[src/rtl/sort_result_serializer.sv]
// Captures one sorted vector from the sorting network and streams it out one
// word per valid/ready transfer; vectors arriving while busy are dropped and flagged.
module sort_result_serializer #(
    parameter int LOG_INPUT_NUM = 4,
    parameter int DATA_WIDTH    = 32,
    parameter int REVERSE       = 0
) (
    input  logic                                      clk,
    input  logic                                      rst,
    input  logic                                      in_valid,
    input  logic [(2**LOG_INPUT_NUM)*DATA_WIDTH-1:0]  in_data,
    output logic                                      in_ready,
    output logic [DATA_WIDTH-1:0]                     out_data,
    output logic                                      out_valid,
    input  logic                                      out_ready,
    output logic [LOG_INPUT_NUM-1:0]                  out_index,
    output logic                                      out_last,
    output logic                                      overflow,
    input  logic                                      ovf_clear
);

    localparam int N = 2**LOG_INPUT_NUM;

    // First and last word positions depend on the emission direction.
    localparam logic [LOG_INPUT_NUM-1:0] FIRST_IDX = {LOG_INPUT_NUM{REVERSE != 0}};
    localparam logic [LOG_INPUT_NUM-1:0] LAST_IDX  = {LOG_INPUT_NUM{REVERSE == 0}};

    typedef enum logic {
        IDLE,
        STREAM
    } state_t;

    state_t                             state_q, state_d;
    logic [N-1:0][DATA_WIDTH-1:0]       hold_q, hold_d;
    logic [N-1:0][DATA_WIDTH-1:0]       in_words;
    logic [LOG_INPUT_NUM-1:0]           idx_q, idx_d, idx_step;
    logic [DATA_WIDTH-1:0]              data_q, data_d;
    logic                               last_q, last_d;
    logic                               ovf_q, ovf_d;
    logic                               xfer;
    logic                               capture;
    logic                               drop;

    assign in_words  = in_data;
    assign out_valid = (state_q == STREAM);
    assign out_data  = data_q;
    assign out_index = idx_q;
    assign out_last  = last_q;
    assign overflow  = ovf_q;

    // A new vector may land in the same cycle the final word leaves, so the
    // stream continues back-to-back without an idle bubble.
    assign xfer     = out_valid && out_ready;
    assign in_ready = (state_q == IDLE) || (xfer && last_q);
    assign capture  = in_valid && in_ready;
    assign drop     = in_valid && !in_ready;

    assign idx_step = (REVERSE != 0) ? (idx_q - LOG_INPUT_NUM'(1))
                                     : (idx_q + LOG_INPUT_NUM'(1));

    always_comb begin
        state_d = state_q;
        hold_d  = hold_q;
        idx_d   = idx_q;
        data_d  = data_q;
        last_d  = last_q;
        ovf_d   = ovf_q;

        // A drop in the same cycle as a clear keeps the flag set.
        if (drop) begin
            ovf_d = 1'b1;
        end else if (ovf_clear) begin
            ovf_d = 1'b0;
        end

        if (capture) begin
            state_d = STREAM;
            hold_d  = in_words;
            idx_d   = FIRST_IDX;
            data_d  = in_words[FIRST_IDX];
            last_d  = 1'b0;
        end else if (xfer && last_q) begin
            state_d = IDLE;
            last_d  = 1'b0;
        end else if (xfer) begin
            idx_d  = idx_step;
            data_d = hold_q[idx_step];
            last_d = (idx_step == LAST_IDX);
        end
    end

    always_ff @(posedge clk or posedge rst) begin
        if (rst) begin
            state_q <= IDLE;
            hold_q  <= '0;
            idx_q   <= '0;
            data_q  <= '0;
            last_q  <= 1'b0;
            ovf_q   <= 1'b0;
        end else begin
            state_q <= state_d;
            hold_q  <= hold_d;
            idx_q   <= idx_d;
            data_q  <= data_d;
            last_q  <= last_d;
            ovf_q   <= ovf_d;
        end
    end

endmodule

[config.mk]
export PLATFORM = sky130hd
export DESIGN_NAME = sort_result_serializer
export DESIGN_NICKNAME = d
export VERILOG_FILES = /design/src/rtl/sort_result_serializer.sv
export SDC_FILE = /design/constraint.sdc
export NUM_CORES = 2
export LEC_CHECK = 0
export ABC_CLOCK_PERIOD_IN_PS = 44700
export BUFFER_PORTS_ARGS = -buffer_cell sky130_fd_sc_hd__buf_2
export CAP_MARGIN = 15
export CORE_MARGIN = 10
export CORE_UTILIZATION = 50
export CTS_CLUSTER_DIAMETER = 40
export DETAILED_ROUTE_END_ITERATION = 12
export GPL_ROUTABILITY_DRIVEN = 0
export PLACE_DENSITY = 0.75
export SYNTH_ARGS = -nofsm -noshare
export SYNTH_HDL_FRONTEND = slang
export SYNTH_SLANG_ARGS = --single-unit
[constraint.sdc]
create_clock -name clk -period 44.7 [get_ports clk]
set_clock_uncertainty 0.15 [all_clocks]
set_input_delay 2.235 -clock clk [delete_from_list [all_inputs] [get_ports clk]]
set_output_delay 2.235 -clock clk [all_outputs]
set_load 0.02 [all_outputs]
# Word-level counts from Yosys, hierarchy flattened
# Cells that the tools add are included.
# totals
word_cells	52
output_inout_bits	40
inputBits	517
reg_bits	551
# classes
eq_ne	2
n_reduce_logical	11
n_addsub	1
n_lt_le_gt_ge	1
mux	15
bitwise_logic	1
# op_table
op	count
$bmux 32 s4	1
$mux 32	4
$mux 4	3
$mux 1	7
$reduce_bool 2->1	3
$lt 4x5->1 const B	1
$add 4x1->4 const B	1
$eq 4x4->1 const B	1
$logic_and 1x1->1	4
$reduce_bool 3->1	1
$ne 2x2->1 const B	1
$reduce_and 2->1	1
$logic_not 1->1	1
$logic_or 1x1->1	1
$not 1->1	1

# Logic depth before layout (Yosys ltp)
# logic_depth
ltp_word	6
mapped_depth	11
mapped_depth_nobuf	6

# Least setup slack after synthesis
# No wires, ideal clock.
# synth_path
path_type	input-to-output
start	input out_ready
end	output in_ready
arrival_time_ps	2492
required_time_ps	42315
cell_stages	1
path_slack_ps	39823
path_buffers	0
cell_sequence	a21bo_2
# synth_between
elab_chain_len	3
# synth_lines
element	line	source
start, declared	15	input logic out_ready,
$logic_and 1x1->1	53	assign xfer = out_valid && out_ready;
$logic_and 1x1->1	54	assign in_ready = (state_q == IDLE) || (xfer && last_q);
$logic_or 1x1->1	54	
end, declared	12	output logic in_ready,
# No other way between the ends.

# Worst setup path after layout
# layout_path
start	input out_ready
end	register hold_q[431] (netlist name)
# layout_between
elab_chain_len	4
# layout_lines
element	line	source
$logic_and 1x1->1	53	
$logic_and 1x1->1	54	
$logic_or 1x1->1	54	
$logic_and 1x1->1	55	assign capture = in_valid && in_ready;
end signal, assigned	102	hold_q <= hold_d;
end, declared	34	logic [N-1:0][DATA_WIDTH-1:0] hold_q, hold_d;
# No other way between the ends.
# A chain may end at the register's enable or synchronous reset.

==> results.yml <==
run_status:
  outcome: "complete, no violations"
sta:
  fin_tns_setup_ps: 0
  grt_setup_unrepaired: "false"
  max_freq_mhz: 178
  timing.slew.headroom_pct: 22.8
  layout_worst_path_cycle_share_pct: 12.6
  finalSetupViolations: 0
  period_needed_ps: 5620
  maxSlewViolCount: 0
  worst-slew-pin-transition_ps: 1160
  final_hold_viol_count: 0
route:
  drt_pass1_iterations: 6
  vias: 20796
  first_iter_violations: 1996
  ant_nets: 0
  drt-total-wl_mm: 81.2
  avgRoutedWirePerCell_um: 21.1
  post_route_drc: 0
  vias_per_cell: 5.41
layout:
  leading_cell_type_in_the_layout_fill_and_taps_excluded: "sky130_fd_sc_hd__nand2_1"
  layout.filler_cells: 4004
  utilization_pct: 62.8
  footprint_of_the_multi_input_gates_sq_um: 10300
  fin_nets: 3623
  layout_common_cells: "sky130_fd_sc_hd__nand2_1 (1,573), sky130_fd_sc_hd__buf_2 (556), sky130_fd_sc_hd__dfrtp_1 (550), sky130_fd_sc_hd__mux4_2 (128), sky130_fd_sc_hd__clkbuf_16 (86)"
  seqCellArea_sq_um: 13800
  area_growth_syn_to_layout_pct: 23.8
  layout-drive-gt1-share_pct: 27.9
  design_area_sq_um: 30800
floorplan:
  die_h_um: 243
  initial_core_util_pct: 50.7
  rows: 81
  fp.dieW_um: 243
  floorplan.io_pins: 557
  fp.coreArea_sq_um: 49100
  die-area_sq_um: 59100
place:
  detailedPlacementHpwl_mm: 56.9
  dpl_cell_area_sq_um: 27900
  buffer_ports.inserted: 556
synthesis:
  synthesis.yosys.warnings: 0
  synth.ff_latch_count: 551
  post_synthesis_cell_area_sq_um: 24900
  mappedNetlistNets: 3128
  async_reset_ff_share_pct: 100
  postSynthAreaPerCell_sq_um: 9.53
  netlist_instances: 2609
  synthDistinctLibCells: 27
  count_of_flip_flops_with_a_built_in_enable_after_synthesis: 0
  yosys_most_used_dff: "sky130_fd_sc_hd__dfrtp_1"
  synth_seq_area_share_pct: 55.4
setup_path:
  path_delay_family: "buffers and inverters"
  timing.critical_path.cells: "buf_2 > a21bo_2 > and2_4 > buf_4 > buf_4 > buf_4 > nand2_1 > nand2_1"
  crit_path_frequent_cell: "sky130_fd_sc_hd__buf_4"
  setup.worst_path.class: "in2reg"
  cp_num_buf_inv: 4
  critical_path.max_stage_delay_ps: 890
  worstSetupEndpointType: "flop"
  setup.worst_path.start_class: "input port"
  critical_path.slowest_cell: "sky130_fd_sc_hd__buf_4"
  critPathArrivalTime_ps: 6020
  path_max_fanout: 100
  crit_required_ps: 45100
clocking:
  cts_sinks: 551
  tritoncts: "done"
  ctsResizeCount: 0
  htreeDepth: 3
  clkLatencyLatePin_ps: 620
  cts-buffers-inserted: 83
  clock-root-buffer: "sky130_fd_sc_hd__clkbuf_16"
  postCtsSetupBuffers: 0
  cts.path.max_buffers: 3
  cts_hold_repair.buffers: 0
  clk_pin_slew_worst_paths_ps: 50
pwr:
  powerDensity_nw_per_um2: 79.4
  static-leakage-power_uw: 0.0164
  max-vdd-ir-drop_mv: 0.0577
grt:
  grt_pass1_vias: 21911
  grt_pass1_wl_mm: 125
  grt.overflow.total: 0
  globalRouteTotalUtil_pct: 27.1
  initial_antenna_violation_count: 8
  pin_count_of_the_biggest_net_entering_global_routing: 222
flow_run:
  max_cap_check_violation_count: 0
hold_path:
  timing.hold.worst.class: "reg2reg"
layer usage:
layer / vias to the layer above / GRT usage [%] / part of all wire (%)
met2: 1002 / 44.4 / 49
li1: 9365 / - / -
met1: 10260 / 34.4 / 40
met3: 165 / 6.69 / 8.1
met4: 4 / 9.83 / 3.3
met5: - / 0 / 0.031
cells by family after synthesis:
kind of cell,Yosys count,share of synthesized area [%]
compound gates,73,2.17
xor+xnor,2,0.0705
fa+ha+maj,2,0.101
buf+inv,173,3.39
flops,551,55.4
mux,194,14.4
simple gates,1614,24.4
where the power goes:
part / internal, uW / switching, uW / total [uW] / leakage, uW
Combinational: 414 / 499 / 914 / 0.00818
Clock: 419 / 248 / 667 / 0.00138
Sequential: 729 / 133 / 862 / 0.00688
Total: 1560 / 881 / 2440 / 0.0164
final timing paths:
check / startpoint / to / slack, ps / cells past startpoint
worst max-delay path: out_ready / hold_q[431]$_DFFE_PP0P_ / 39080 / 8
worst min-delay path: hold_q[289]$_DFFE_PP0P_ / hold_q[289]$_DFFE_PP0P_ / 320 / 2
worst max register to register: out_index[0]$_DFFE_PP0P_ / out_data[7]$_DFFE_PP0P_ / 40120 / 7
worst min register to register: hold_q[289]$_DFFE_PP0P_ / hold_q[289]$_DFFE_PP0P_ / 320 / 2
max in group asynchronous: rst / out_index[0]$_DFFE_PP0P_ / 40310 / 4
min in group asynchronous: rst / hold_q[52]$_DFFE_PP0P_ / 1670 / 2
sequential cells by signal, summed over array words and instances (netlist names):
| signal | flops |
|---|---|
| out_last | 1 |
| out_data | 32 |
| hold_q | 512 |
| out_valid | 1 |
| overflow | 1 |
| out_index | 4 |
cell type report:
cell class / instances / area share, %
antenna: 6 / 0.0488
clock buffer: 107 / 7.54
clock inverter: 46 / 1.82
inverter: 7 / 0.110
multi-input combinational: 1885 / 33.4
sequential: 551 / 44.8
tap: 664 / 2.70
timing repair buffer: 576 / 9.61
worst min-delay path, delay by kind of cell, from the launching register on:
| kind | cells | cell delay [ps] |
|---|---|---|
| DFF | 1 | 330 |
| and+or+nand+nor | 2 | 100 |
through the flow:
| stage | total power [uW] | hold WS (ps) | std cells | setup WS (ps) |
|---|---|---|---|---|
| after floorplan | 1480 | 290 | 2609 | 26910 |
| after global placement | 1730 | 301 | 3683 | 38710 |
| after detailed placement | 1770 | 306 | 3683 | 38600 |
| after CTS | 2450 | 321 | 3836 | 39220 |
| after global routing | 2580 | 336 | 3839 | 38820 |
| final | 2440 | 317 | 3842 | 39080 |
synth_stat cells, types with 2 or more instances:
cell type | count | share of area (%)
sky130_fd_sc_hd__nor2_1 | 34 | 0.51
sky130_fd_sc_hd__inv_1 | 7 | 0.11
sky130_fd_sc_hd__o21ai_0 | 2 | 0.040
sky130_fd_sc_hd__mux2_1 | 2 | 0.091
sky130_fd_sc_hd__buf_1 | 6 | 0.091
sky130_fd_sc_hd__xnor2_1 | 2 | 0.070
sky130_fd_sc_hd__a2bb2oi_1 | 31 | 1.1
sky130_fd_sc_hd__mux4_2 | 128 | 12
sky130_fd_sc_hd__o22ai_1 | 4 | 0.10
sky130_fd_sc_hd__o21a_1 | 2 | 0.060
sky130_fd_sc_hd__buf_6 | 13 | 0.59
sky130_fd_sc_hd__dfrtp_1 | 551 | 55
sky130_fd_sc_hd__mux2_2 | 31 | 1.4
sky130_fd_sc_hd__nand2b_1 | 2 | 0.050
sky130_fd_sc_hd__nand2_1 | 1575 | 24
sky130_fd_sc_hd__a31oi_1 | 32 | 0.81
sky130_fd_sc_hd__clkbuf_1 | 80 | 1.2
sky130_fd_sc_hd__buf_4 | 5 | 0.15
sky130_fd_sc_hd__ha_1 | 2 | 0.10
sky130_fd_sc_hd__mux2i_1 | 33 | 1.3
sky130_fd_sc_hd__buf_2 | 61 | 1.2
(Power assumes the default switching activity.)
